File: src/rtl/pic_vec_if.sv
// pic_vec_if: bus and interrupt signals of the pic_vec interrupt controller.
//   din/address/w_en/r_en/dout : 8-bit peripheral programming bus
//   irq                        : peripheral requests, synchronous to clk
//   interrupt/intVect/intAck   : CPU request, handler address, acknowledge
// The slave modport is the controller side; the master modport is the
// CPU/bus side.
interface pic_vec_if #(
  parameter int NUM_IRQ = 8
) ();
  logic [7:0]         din;
  logic [7:0]         address;
  logic               w_en;
  logic               r_en;
  logic [7:0]         dout;
  logic [NUM_IRQ-1:0] irq;
  logic               interrupt;
  logic [15:0]        intVect;
  logic               intAck;

  modport slave (
    input  din, address, w_en, r_en, irq, intAck,
    output dout, interrupt, intVect
  );

  modport master (
    output din, address, w_en, r_en, irq, intAck,
    input  dout, interrupt, intVect
  );
endinterface

File: src/rtl/pic_vec.sv
// pic_vec: parametrised programmable interrupt controller for up to 16
// channels. Each channel has a 16-bit handler vector, an enable bit, an
// edge/level trigger mode, and software-visible pending and in-service state.
// The lowest-numbered enabled pending channel is presented to the CPU.
//   clk   : system clock
//   reset : asynchronous active-low reset
//   bus   : pic_vec_if.slave (programming bus, irq lines, CPU handshake)
// Register window (offsets from PIC_ADDRESS):
//   0..31 VECT lo/hi, 32/33 MASK, 34/35 PEND (W1C), 36/37 ISR,
//   38 STATUS {current, 2'b0, in_service, interrupt}, 39 EOI (write-only).
module pic_vec #(
  parameter logic [7:0]  PIC_ADDRESS = 8'h00,
  parameter int          NUM_IRQ     = 8,
  parameter logic [15:0] EDGE_MASK   = 16'hFFFF,
  parameter bit          AUTO_EOI    = 1'b1
) (
  input  logic   clk,
  input  logic   reset,
  pic_vec_if.slave bus
);

  // Channels at or above NUM_IRQ are forced to zero in every register.
  localparam logic [15:0] VALID = 16'((32'd1 << NUM_IRQ) - 32'd1);

  typedef enum logic [1:0] {
    S_IDLE = 2'd0,
    S_REQ  = 2'd1,
    S_SVC  = 2'd2
  } state_e;

  // Address decode; the 9-bit difference catches addresses below the base.
  logic [8:0]  diff;
  logic [7:0]  off;
  logic        in_win;
  logic        wr;

  assign diff   = {1'b0, bus.address} - {1'b0, PIC_ADDRESS};
  assign off    = diff[7:0];
  assign in_win = !diff[8] && (off < 8'd40);
  assign wr     = bus.w_en && in_win;

  state_e      state_q, state_d;
  logic [15:0] vect_q [16];
  logic [15:0] vect_d [16];
  logic [15:0] mask_q, mask_d;
  logic [15:0] pend_q, pend_d;
  logic [15:0] isr_q, isr_d;
  logic [15:0] irq_prev_q, irq_prev_d;
  logic [3:0]  current_q, current_d;
  logic [7:0]  dout_q, dout_d;
  logic        interrupt_q, interrupt_d;
  logic [15:0] int_vect_q, int_vect_d;

  logic [15:0] irq16;
  logic [15:0] set_v;
  logic [15:0] w1c;
  logic [15:0] ack_clr;
  logic [15:0] pend_keep;
  logic [15:0] req_v;
  logic [3:0]  low_idx;
  logic [7:0]  rdata;

  assign irq16 = 16'(bus.irq);

  // Programmable registers and pending-set sources.
  // NOTE: every variable written in an always_comb gets a default first, so
  // no path can leave it unassigned and infer a latch.
  always_comb begin
    vect_d = vect_q;
    mask_d = mask_q;
    w1c    = '0;
    for (int i = 0; i < NUM_IRQ; i++) begin
      if (wr && off == 8'(2 * i))     vect_d[i][7:0]  = bus.din;
      if (wr && off == 8'(2 * i + 1)) vect_d[i][15:8] = bus.din;
    end
    if (wr && off == 8'd32) mask_d[7:0]  = bus.din;
    if (wr && off == 8'd33) mask_d[15:8] = bus.din;
    mask_d = mask_d & VALID;
    if (wr && off == 8'd34) w1c[7:0]  = bus.din;
    if (wr && off == 8'd35) w1c[15:8] = bus.din;
    set_v      = ((EDGE_MASK & irq16 & ~irq_prev_q) | (~EDGE_MASK & irq16)) & VALID;
    irq_prev_d = irq16;
  end

  // Lowest-numbered enabled pending channel wins.
  assign req_v = pend_q & mask_q;

  always_comb begin
    low_idx = '0;
    for (int i = 15; i >= 0; i--) begin
      if (req_v[i]) low_idx = 4'(i);
    end
  end

  // Pending as it would be next cycle without an ack; used to notice that
  // the channel being requested was cleared or masked away by software.
  assign pend_keep = (pend_q & ~w1c) | set_v;

  // Request FSM.
  always_comb begin
    state_d     = state_q;
    current_d   = current_q;
    interrupt_d = interrupt_q;
    int_vect_d  = int_vect_q;
    isr_d       = isr_q;
    ack_clr     = '0;
    unique case (state_q)
      S_IDLE: begin
        interrupt_d = 1'b0;
        if (|req_v) begin
          current_d   = low_idx;
          int_vect_d  = vect_d[low_idx];
          interrupt_d = 1'b1;
          state_d     = S_REQ;
        end
      end
      S_REQ: begin
        interrupt_d = 1'b1;
        // Tracking vect_d lets a vector rewrite show up on the next cycle.
        int_vect_d  = vect_d[current_q];
        if (bus.intAck) begin
          ack_clr     = 16'(1) << current_q;
          interrupt_d = 1'b0;
          if (AUTO_EOI) begin
            // Service ends at the ack itself, so ISR never holds a bit.
            state_d = S_IDLE;
          end else begin
            isr_d   = 16'(1) << current_q;
            state_d = S_SVC;
          end
        end else if (!(pend_keep[current_q] && mask_d[current_q])) begin
          interrupt_d = 1'b0;
          state_d     = S_IDLE;
        end
      end
      S_SVC: begin
        interrupt_d = 1'b0;
        if (wr && off == 8'd39) begin
          isr_d   = '0;
          state_d = S_IDLE;
        end
      end
      default: begin
        interrupt_d = 1'b0;
        state_d     = S_IDLE;
      end
    endcase
    // A new set in the same cycle beats both W1C and the ack clear.
    pend_d = ((pend_q & ~(w1c | ack_clr)) | set_v) & VALID;
  end

  // Read mux; dout holds its value between reads.
  always_comb begin
    rdata = '0;
    if (in_win) begin
      if (off < 8'd32) begin
        rdata = off[0] ? vect_q[off[4:1]][15:8] : vect_q[off[4:1]][7:0];
      end else begin
        unique case (off)
          8'd32:   rdata = mask_q[7:0];
          8'd33:   rdata = mask_q[15:8];
          8'd34:   rdata = pend_q[7:0];
          8'd35:   rdata = pend_q[15:8];
          8'd36:   rdata = isr_q[7:0];
          8'd37:   rdata = isr_q[15:8];
          8'd38:   rdata = {current_q, 2'b00, state_q == S_SVC, interrupt_q};
          default: rdata = '0;
        endcase
      end
    end
    dout_d = bus.r_en ? rdata : dout_q;
  end

  // NOTE: sequential state uses non-blocking assignments so every flop
  // samples the values from before this edge, independent of statement order.
  // NOTE: the vector table is small and software-visible, so it is cleared
  // by reset like the other registers instead of being left as bare RAM.
  always_ff @(posedge clk or negedge reset) begin
    if (!reset) begin
      state_q     <= S_IDLE;
      for (int i = 0; i < 16; i++) vect_q[i] <= '0;
      mask_q      <= '0;
      pend_q      <= '0;
      isr_q       <= '0;
      irq_prev_q  <= '0;
      current_q   <= '0;
      dout_q      <= '0;
      interrupt_q <= 1'b0;
      int_vect_q  <= '0;
    end else begin
      state_q     <= state_d;
      for (int i = 0; i < 16; i++) vect_q[i] <= vect_d[i];
      mask_q      <= mask_d;
      pend_q      <= pend_d;
      isr_q       <= isr_d;
      irq_prev_q  <= irq_prev_d;
      current_q   <= current_d;
      dout_q      <= dout_d;
      interrupt_q <= interrupt_d;
      int_vect_q  <= int_vect_d;
    end
  end

  assign bus.dout      = dout_q;
  assign bus.interrupt = interrupt_q;
  assign bus.intVect   = int_vect_q;

endmodule

File: src/flat_wrapper.sv
// flat-port wrapper written by rule: the top's interface ports become plain ports
module pic_vec_flat 
#(
  parameter logic [7:0]  PIC_ADDRESS = 8'h00,
  parameter int          NUM_IRQ     = 8,
  parameter logic [15:0] EDGE_MASK   = 16'hFFFF,
  parameter bit          AUTO_EOI    = 1'b1
)
  (clk, reset, bus_din, bus_address, bus_w_en, bus_r_en, bus_irq, bus_intAck, bus_dout, bus_interrupt, bus_intVect);
  pic_vec_if #(.NUM_IRQ(NUM_IRQ)) bus_i ();
  input  logic clk;
  input  logic reset;
  input wire logic [$bits(bus_i.din)-1:0] bus_din;
  input wire logic [$bits(bus_i.address)-1:0] bus_address;
  input wire logic [$bits(bus_i.w_en)-1:0] bus_w_en;
  input wire logic [$bits(bus_i.r_en)-1:0] bus_r_en;
  input wire logic [$bits(bus_i.irq)-1:0] bus_irq;
  input wire logic [$bits(bus_i.intAck)-1:0] bus_intAck;
  output wire logic [$bits(bus_i.dout)-1:0] bus_dout;
  output wire logic [$bits(bus_i.interrupt)-1:0] bus_interrupt;
  output wire logic [$bits(bus_i.intVect)-1:0] bus_intVect;
  assign bus_i.din = bus_din;
  assign bus_i.address = bus_address;
  assign bus_i.w_en = bus_w_en;
  assign bus_i.r_en = bus_r_en;
  assign bus_i.irq = bus_irq;
  assign bus_i.intAck = bus_intAck;
  assign bus_dout = bus_i.dout;
  assign bus_interrupt = bus_i.interrupt;
  assign bus_intVect = bus_i.intVect;
  pic_vec #(.PIC_ADDRESS(PIC_ADDRESS), .NUM_IRQ(NUM_IRQ), .EDGE_MASK(EDGE_MASK), .AUTO_EOI(AUTO_EOI)) u_core (.clk(clk), .reset(reset), .bus(bus_i));
endmodule
File: config.mk
export PLATFORM = sky130hd
export DESIGN_NAME = pic_vec_flat
export DESIGN_NICKNAME = d
export VERILOG_FILES = /design/src/rtl/pic_vec_if.sv /design/src/rtl/pic_vec.sv /design/src/flat_wrapper.sv
export SDC_FILE = /design/constraint.sdc
export NUM_CORES = 1
export LEC_CHECK = 0
export CAP_MARGIN = 5
export CORE_MARGIN = 2
export CORE_UTILIZATION = 25
export DETAILED_ROUTE_END_ITERATION = 12
export PLACE_DENSITY = 0.36
export REMOVE_ABC_BUFFERS = 1
export SYNTH_ARGS = -nofsm -noshare
export SYNTH_HDL_FRONTEND = slang
export SYNTH_SLANG_ARGS = --single-unit
File: constraint.sdc
create_clock -name clk -period 3.6 [get_ports clk]
set_input_delay 0.36 -clock clk [delete_from_list [all_inputs] [get_ports clk]]
set_output_delay 0.36 -clock clk [all_outputs]
set_load 0.01 [all_outputs]
==> impl_metrics.toml, run 1 <==
[run_status]
outcome = "finished, final reports clean"

[cts]
clkTransAtPathRegs_ps = 70
post_cts_buffers = 0
clock_path_buffers = 2
clk_latency_ps = 510
ctsHoldBuffers = 1
cts_resized = 0
cts_tree = "done"
clock_tree.htree_level_count = 4
clock_sinks = 181
clock-root-buffer = "clkbuf_16"
cts_made_buffers = 17

[detailed_routing]
wl_um = 54100
drt-initial-drc-count = 951
ant_nets = 0
via_per_inst = 5.69
wl_per_cell_um = 28.2
drc = 0
vias = 10900
first_pass_iters = 5

[logic_synthesis]
synth_compound_area_frac = 0.179
synth_top_area_frac = 0.389
avgSynthCellArea_um2 = 9.49
yosys.area_share.xor_xnor = 0.00150
synth_top_family_by_area = "simple AND/OR/NAND/NOR gates"
syn_inst = 1228
synthAdderAreaFrac = 0
netlist_top_cells_count = "dfrtp_1 (181), nand2_1 (171), mux2_2 (92)"
synth_top_area_cell = "dfrtp_1"
synth_area_um2 = 11700
synth_edf_count = 0
synth_most_common_cell = "dfrtp_1"
ys_seq_elements = 181
synth_area_leaders = "dfrtp_1 (39%), mux2_2 (8.9%), mux4_2 (7.7%), nand2_1 (5.5%), nor3_1 (2.9%)"
synth.area.mux_share = 0.193
ys.flop_type = "dfrtp_1"
ys_types = 75
yosys_warnings = 0
ys_seq_area_frac = 0.389
synthArstFlopShare = 1.00
synth_simple_gate_area_frac = 0.195

[setup_path]
worstSetupPathType = "reg2reg"
worstPathRequired_ps = 4030
r2r-start = "u_core.pend_q[3]"
crit_fanout = 8
cp_data_arrival_time_ps = 3600
worstSetupEndpointType = "flop"
worst_setup_path_start_kind = "flop"
reg2reg_setup_slack_ps = 430
r2r_end = "u_core.bus.intVect[4]"
reg2regPathDepth = 7

[floorplan]
die_y_um = 220
core_um2 = 46300
die_w_um = 220
start_util = 0.252
ios = 54
placementRows = 79
dieArea_um2 = 48400

[power]
leakage_nw = 5.76
vdd_drop_max_v = 0.000371
powerDensity_nw_per_um2 = 424
finalPower_w = 0.00597

[finish]
drive_gt1_frac = 0.230
final_area_um2 = 14100
area_delta_synth_final_pct = 20.7
final_util = 0.304
num-nets-final = 1326

[timing]
maxSlewHeadroom = 0.244
rsz0062_at_grt = "no"
fmax_ghz = 0.315
drv_slew = 0
fin_crit_sh = 0.880
fin_setup_tns_ps = 0
hold_viol = 0
clock_skew_ps = 9.75
setup_viol = 0
fin_crit_ps = 3170
tightestPinTransition_ps = 1130

[min_path]
hold_depth = 1
hold_class = "in2reg"
holdPathEnd = "u_core.irq_prev_q[0]"
min_from = "bus_irq[0]"

[global_route]
overflow = 0
grt_pass1_vias = 11100
grt_max_degree = 91
gr-usage-all-layers = 0.229
grt_antenna_before_repair = 4
grt_pass1_wl_um = 78900

[placement]
place.gp.congestion = 0.863
post_dp_cell_area_um2 = 13400
portBuffers = 53
hpwl_um = 38200

[job]
maxCapViolCount = 0
cell usage in the layout (no fill, tap or decap), types with 10 or more instances in the layout:
master and count:
dfrtp_1 180, nand2_1 171, mux2_2 92, nor2_1 89, buf_4 89, nor3_1 61, o21ai_0 57, clkdlybuf4s50_1 50
mux4_2 40, mux2i_1 30, a21oi_1 30, nand3_1 25, inv_1 24, or3_1 21, o221ai_1 19, nand2b_1 17
clkbuf_16 17, o22ai_1 16, a221oi_1 13, nor3_2 12, nand4_1 12, o211ai_1 12, a22oi_1 12, o311ai_0 11
nor4_1 10
worst max-delay path by stage:
stage                                        end  slack [ps]             start  cells past startpoint
after floorplan            u_core.bus.intVect[0]       -1010  u_core.pend_q[6]                      7
after global placement    u_core.bus.intVect[10]          60    bus_address[7]                      8
after detailed placement  u_core.bus.intVect[10]         120    bus_address[7]                      8
after CTS                  u_core.bus.intVect[4]         460  u_core.pend_q[3]                      7
after global routing       u_core.bus.intVect[4]         300  u_core.pend_q[3]                      7
final                      u_core.bus.intVect[4]         430  u_core.pend_q[3]                      7
logic make-up after synthesis:
family,Yosys count
flip-flops,181
AO/OA/AOI/OAI,283
multiplexers,163
AND/OR/NAND/NOR,474
buffers and inverters,125
XOR/XNOR,2
critical path, cell delays in order, from the launching register on:
cell	delay, ps
dfrtp_1	440
a22o_1	350
or3_1	530
a2111oi_4	400
nor3b_2	870
a22oi_1	200
and4_1	240
nand3_1	60
sequential cells by signal (all words and copies together) (netlist names):
register / count
u_core.bus.interrupt: 1
u_core.state_q: 1
u_core.pend_q: 8
u_core.current_q: 3
u_core.bus.dout: 8
u_core.irq_prev_q: 8
u_core.bus.intVect: 16
u_core.vect_q: 128
u_core.mask_q: 8
metrics by stage:
| step | worst slack (ps) | std cells | hold WS [ps] |
|---|---|---|---|
| floorplan | -1010 | 1127 | 64.4 |
| global placement | 64.2 | 1884 | 435 |
| detailed placement | 119 | 1884 | 445 |
| CTS | 457 | 1917 | 291 |
| global route | 297 | 1918 | 311 |
| finish | 430 | 1918 | 323 |
layout make-up:
class	count	area (um^2)
clock buffer	20	467
inverter	24	90.1
sequential	181	4530
tap	607	759
fill	4880	32200
clock inverter	12	165
timing repair buffer	151	1360
multi-input combinational	922	6690
antenna	1	2.50
power breakdown:
| part | leakage [nW] | internal, W | switching, W | total (W) |
|---|---|---|---|---|
| Sequential | 2.43 | 0.00220 | 0.000200 | 0.00240 |
| Combinational | 3.03 | 0.000617 | 0.000838 | 0.00146 |
| Clock | 0.306 | 0.00116 | 0.000951 | 0.00211 |
layer usage:
layer / GRT usage / up-vias / wire length [um]
met2: 0.367 / 419 / 25400
met3: 0.0547 / 86 / 3330
met1: 0.301 / 5613 / 23900
li1: - / 4794 / -
met4: 0.0803 / 2 / 1440
met5: 0 / - / 13
No activity file was read; power rests on OpenSTA's default activity.
==> inputs of run 2 (changes only) <==
==> constraint.sdc (replaced) <==
create_clock -name clk -period 3.4 [get_ports clk]
set_input_delay 0.34 -clock clk [delete_from_list [all_inputs] [get_ports clk]]
set_output_delay 0.34 -clock clk [all_outputs]
set_load 0.01 [all_outputs]
==> run 2 against run 1 <==
Compared with the run above: critical path depth is the same; first-iteration DRC count grew 16%; register-to-register slack lost 160 ps; maximum frequency grew 1.1%; power grew 3.4%; non-clock buffer count grew 28; final area grew 1.2%; largest cell class unchanged; core utilization grew 0.37 points; worst setup slack lost 160 ps.
==> impl_metrics.toml, run 2 (synthesized netlist as in run 1, its figures left out) <==
[finish]
top_register = "u_core.vect_q"
area_delta_synth_final_pct = 22.1
layout_commonest_cell = "dfrtp_1"
num-nets-final = 1354
drive_gt1_frac = 0.246
fin_cells = 1946
final_cell_mix = "dfrtp_1 (180), nand2_1 (171), buf_4 (116)"
fill_cells = 4852
final_area_um2 = 14200
largest_reg_flops = 128

[cts]
clk_latency_ps = 510
cts_tree = "done"
clkTransAtPathRegs_ps = 80
cts_made_buffers = 17
clock_path_buffers = 2
clock-root-buffer = "clkbuf_16"
clock_tree.htree_level_count = 4
clock_sinks = 181

[placement]
post_dp_cell_area_um2 = 13600
place_ws_ps = -69.4
place.gp.congestion = 0.871
portBuffers = 53
place_inst = 1912
hpwl_um = 39100

[setup_path]
cp_data_arrival_time_ps = 3570
reg2regPathDepth = 7
crit_start = "u_core.mask_q[3]"
crit_fanout = 8
cpPeakStageDelay_ps = 790
path_buf_inv = 0
worstPathRequired_ps = 3830
slowest_stage = "nor3b_2"
r2r-start = "u_core.mask_q[3]"
worstSetupPathType = "reg2reg"
worst_setup_path_start_kind = "flop"
worstSetupEndpointType = "flop"
path_depth = 7
crit_family = "simple AND/OR/NAND/NOR gates"
path_cells = "a22o_1, or3_1, a2111oi_4, nor3b_2, a22oi_1, and4_1, nand3_1"

[detailed_routing]
first_pass_iters = 5
drc = 0
wl_um = 53800
via_per_inst = 5.62
ant_nets = 0
drt-initial-drc-count = 1101
vias = 10900
wl_per_cell_um = 27.6

[timing]
timing.final.ws_setup_ps = 265
rsz0062_at_grt = "no"
fin_crit_ps = 3130
clock_skew_ps = 13.0
whs_ps = 305
maxSlewHeadroom = 0.221
drv_slew = 0
fmax_ghz = 0.319
tightestPinTransition_ps = 1170
hold_viol = 0
setup_viol = 0
fin_crit_sh = 0.922

[global_route]
gr-usage-all-layers = 0.229
grt_pass1_wl_um = 79300
use_met3 = 0.0370
grt_pass1_vias = 11000
grt_use_met1 = 0.312
use_met2 = 0.376
overflow = 0
top_usage_layer = "met2"
grt_max_degree = 74
grt_antenna_before_repair = 2

[floorplan]
dieArea_um2 = 48400
ios = 54
die_w_um = 220
die_y_um = 220
core_um2 = 46300
placementRows = 79
start_util = 0.252

[power]
powerDensity_nw_per_um2 = 433
vdd_drop_max_v = 0.000306
leakage_nw = 5.88
finalPower_w = 0.00617

[min_path]
hold_depth = 1
min_from = "bus_irq[1]"
hold_class = "in2reg"

[job]
maxCapViolCount = 0

[run_status]
outcome = "finished, final reports clean"
==> run 2: cell count changes in the layout (fill, tap and decap cells not counted) <==
cell,delta
buf_12,+1
clkbuf_8,-1
inv_6,+2
inv_8,-1
a21o_2,-1
clkinv_2,+2
bufinv_16,-2
clkinv_4,-1
clkinvlp_4,+1
a21o_4,+1
buf_4,+27
==> run 2: layer usage <==
layer,wire (um),vias to the layer above
li1,-,4867
met1,24400,5657
met2,25800,360
met3,2540,54
met4,1020,2
met5,13,-
==> run 2: final timing paths <==
kind	to	slack, ps
setup / recovery	u_core.bus.intVect[4]	270
hold / removal	u_core.irq_prev_q[1]	310
setup reg to reg	u_core.bus.intVect[4]	270
hold reg to reg	u_core.pend_q[3]	460
max in group asynchronous	u_core.vect_q[210]	2100
min in group asynchronous	u_core.vect_q[134]	430
==> run 2: area by class of cell <==
type,instances,area [um^2],share of cell area
multi-input combinational,922,6700,0.470
timing repair buffer,179,1590,0.111
antenna,1,2.50,0.000176
clock inverter,13,120,0.00844
inverter,24,90.1,0.00633
clock buffer,19,453,0.0318
sequential,181,4530,0.318
tap,607,759,0.0533
==> run 2: per-stage QoR <==
step | util | TNS (ps)
2_1_floorplan | - | -13690
3_3_place_gp | 0.295 | -14.7
3_5_place_dp | 0.295 | -69.4
4_1_cts | 0.308 | 0
5_1_grt | 0.308 | 0
6_report | 0.308 | 0
==> run 2: power breakdown <==
group | internal, W | switching [W]
registers | 0.00233 | 0.000215
logic | 0.000676 | 0.000883
clock network | 0.00105 | 0.00101
total | 0.00406 | 0.00211
==> run 2: what timing repair did <==
action / in CTS / in global routing
resized for setup: 0 / 1
endpoints found under the hold margin: 69 / 0
hold buffers: 1 / 0
setup buffers: 0 / 0
setup endpoints to repair: 0 / 1
==> inputs of run 3 (changes only) <==
--- a/config.mk
+++ b/config.mk
@@ -9,7 +9,7 @@
 export CORE_MARGIN = 2
 export CORE_UTILIZATION = 25
 export DETAILED_ROUTE_END_ITERATION = 12
-export PLACE_DENSITY = 0.36
+export PLACE_DENSITY = 0.37
 export REMOVE_ABC_BUFFERS = 1
 export SYNTH_ARGS = -nofsm -noshare
 export SYNTH_HDL_FRONTEND = slang
==> constraint.sdc (replaced) <==
create_clock -name clk -period 2.6 [get_ports clk]
set_input_delay 0.26 -clock clk [delete_from_list [all_inputs] [get_ports clk]]
set_output_delay 0.26 -clock clk [all_outputs]
set_load 0.01 [all_outputs]
==> run 3 against run 2 <==
Compared with the run above: global-route usage grew 0.13 points; combinational power is 50% higher; register-to-register slack got worse by 200 ps; core utilization rose by 3.9 points; final cell count grew 8.9%; power grew 37%; the flow now finishes with violations (setup timing); sequential power increased by 31%.
==> impl_metrics.toml, run 3 (synthesized netlist as in run 1, its figures left out) <==
[setup_path]
crit_start = "bus_address[7]"
worstSetupPathType = "in2reg"
crit_fanout = 5
crit_top_cell = "or4_4"
reg2reg_setup_slack_ps = 70
slowest_stage = "or4_4"
path_cells = "clkdlybuf4s50_1, or4_4, or4_4, mux2_4, mux2i_1, a211oi_1, or4_1"
path_depth = 7
reg2regPathDepth = 12
cp_data_arrival_time_ps = 3000
r2r-start = "u_core.pend_q[4]"
worstPathRequired_ps = 2980
crit_end = "u_core.bus.intVect[0]"
r2r_end = "u_core.bus.intVect[0]"
cpPeakStageDelay_ps = 610
worstSetupEndpointType = "flop"
crit_family = "simple AND/OR/NAND/NOR gates"
path_buf_inv = 1
worst_setup_path_start_kind = "input port"

[timing]
drv_slew = 0
fin_crit_sh = 1.01
whs_ps = 233
setup_viol = 1
fin_setup_tns_ps = -23.5
rsz0062_at_grt = "yes"
fin_crit_ps = 2620
tightestPinTransition_ps = 733
clock_skew_ps = 11.6
hold_viol = 0
maxSlewHeadroom = 0.511
timing.final.ws_setup_ps = -23.5
fmax_ghz = 0.381

[detailed_routing]
wl_um = 54800
drc = 0
first_pass_iters = 6
drt-initial-drc-count = 971
wl_per_cell_um = 25.8
vias = 11700
ant_nets = 0
via_per_inst = 5.52

[cts]
clk_latency_ps = 500
clock_path_buffers = 2
clock-root-buffer = "clkbuf_16"
clkTransAtPathRegs_ps = 70
cts_tree = "done"
clock_tree.htree_level_count = 4
clock_sinks = 181
cts_made_buffers = 17

[power]
powerDensity_nw_per_um2 = 529
power.net_switching_w = 0.00280
clockPowerShare = 0.332
p_int_w = 0.00567
p_sw_frac = 0.331
p_seq_frac = 0.392
finalPower_w = 0.00847
comb_power_share = 0.276
leakage_nw = 6.89
vdd_drop_max_v = 0.000386

[finish]
area_delta_synth_final_pct = 37.5
num_antenna_cells = 0
num-nets-final = 1529
drive_gt1_frac = 0.355
multi_input_area_um2 = 6990
seqCellArea_um2 = 4530
layout_commonest_cell = "buf_4"
final_util = 0.347
final_cell_mix = "buf_4 (269), dfrtp_1 (180), nand2_1 (171)"
fill_cells = 4781
largest_reg_flops = 128
top_register = "u_core.vect_q"

[job]
maxCapViolCount = 0

[min_path]
hold_class = "in2reg"
hold_depth = 1

[global_route]
grt_antenna_before_repair = 1
grt_max_degree = 65
overflow = 0
grt_pass1_wl_um = 80300
grt_pass1_vias = 11700
gr-usage-all-layers = 0.231

[placement]
hpwl_um = 40500
portBuffers = 53
place.gp.congestion = 0.880

[floorplan]
ios = 54
core_um2 = 46300
start_util = 0.252
die_w_um = 220
die_y_um = 220
dieArea_um2 = 48400
placementRows = 79

[run_status]
violations = "setup timing"
outcome = "complete, but fails checks"
run 3: worst min path at each step:
stage,startpoint,endpoint
floorplan,reset,u_core.bus.dout[0]
global placement,reset,u_core.vect_q[164]
detailed placement,reset,u_core.vect_q[132]
CTS,bus_irq[1],u_core.irq_prev_q[1]
global route,bus_irq[1],u_core.irq_prev_q[1]
finish,bus_irq[1],u_core.irq_prev_q[1]
run 3: worst register-to-register path: stages (launching register included):
cell and delay [ps]:
dfrtp_1 400, buf_4 160, a22oi_2 190, buf_4 150, and2_4 160, a2111oi_4 40, buf_4 180, buf_4 130
nor3b_4 140, buf_4 190, nand2_1 80, o211ai_1 110, or4_1 480
run 3: stage by stage:
step | worst slack, ps | cell area, um^2 | cells
floorplan | -2010 | 11300 | 1127
global placement | -634 | 15000 | 2073
detailed placement | -635 | 15000 | 2073
CTS | 15.9 | 15700 | 2111
global route | -27.9 | 16000 | 2119
finish | -23.5 | 16000 | 2119
run 3: repair_timing:
item / in CTS / in global routing
pin swaps: 9 / 21
gates cloned: 0 / 1
gates resized for setup: 26 / 55
hold endpoints to repair: 59 / 0
endpoints found under the setup margin: 16 / 16
buffers inserted: 6 / 7
hold buffers: 1 / 0
run 3: cell type report:
class | instances | share of cell area
clock buffers | 19 | 0.0276
clock inverters | 12 | 0.00960
inverters | 24 | 0.00562
multi-input cells | 923 | 0.436
flip-flops and latches | 181 | 0.283
well taps | 607 | 0.0474
repair buffers | 353 | 0.191
run 3: metal layers:
metal,global-route usage,share of wire,up-vias,routed length [um]
met2,0.384,0.48,399,26300
met4,0.0609,0.023,0,1250
met1,0.310,0.45,6038,24500
met5,0,0,-,0
li1,-,-,5205,-
met3,0.0375,0.049,61,2670
run 3: power by group through the flow:
stage	logic [W]	clock network, W	registers (W)
after floorplan	0.000888	0	0.00335
after global placement	0.00224	0	0.00339
after detailed placement	0.00224	0	0.00337
after CTS	0.00228	0.00291	0.00332
after global routing	0.00251	0.00300	0.00335
final	0.00234	0.00281	0.00333
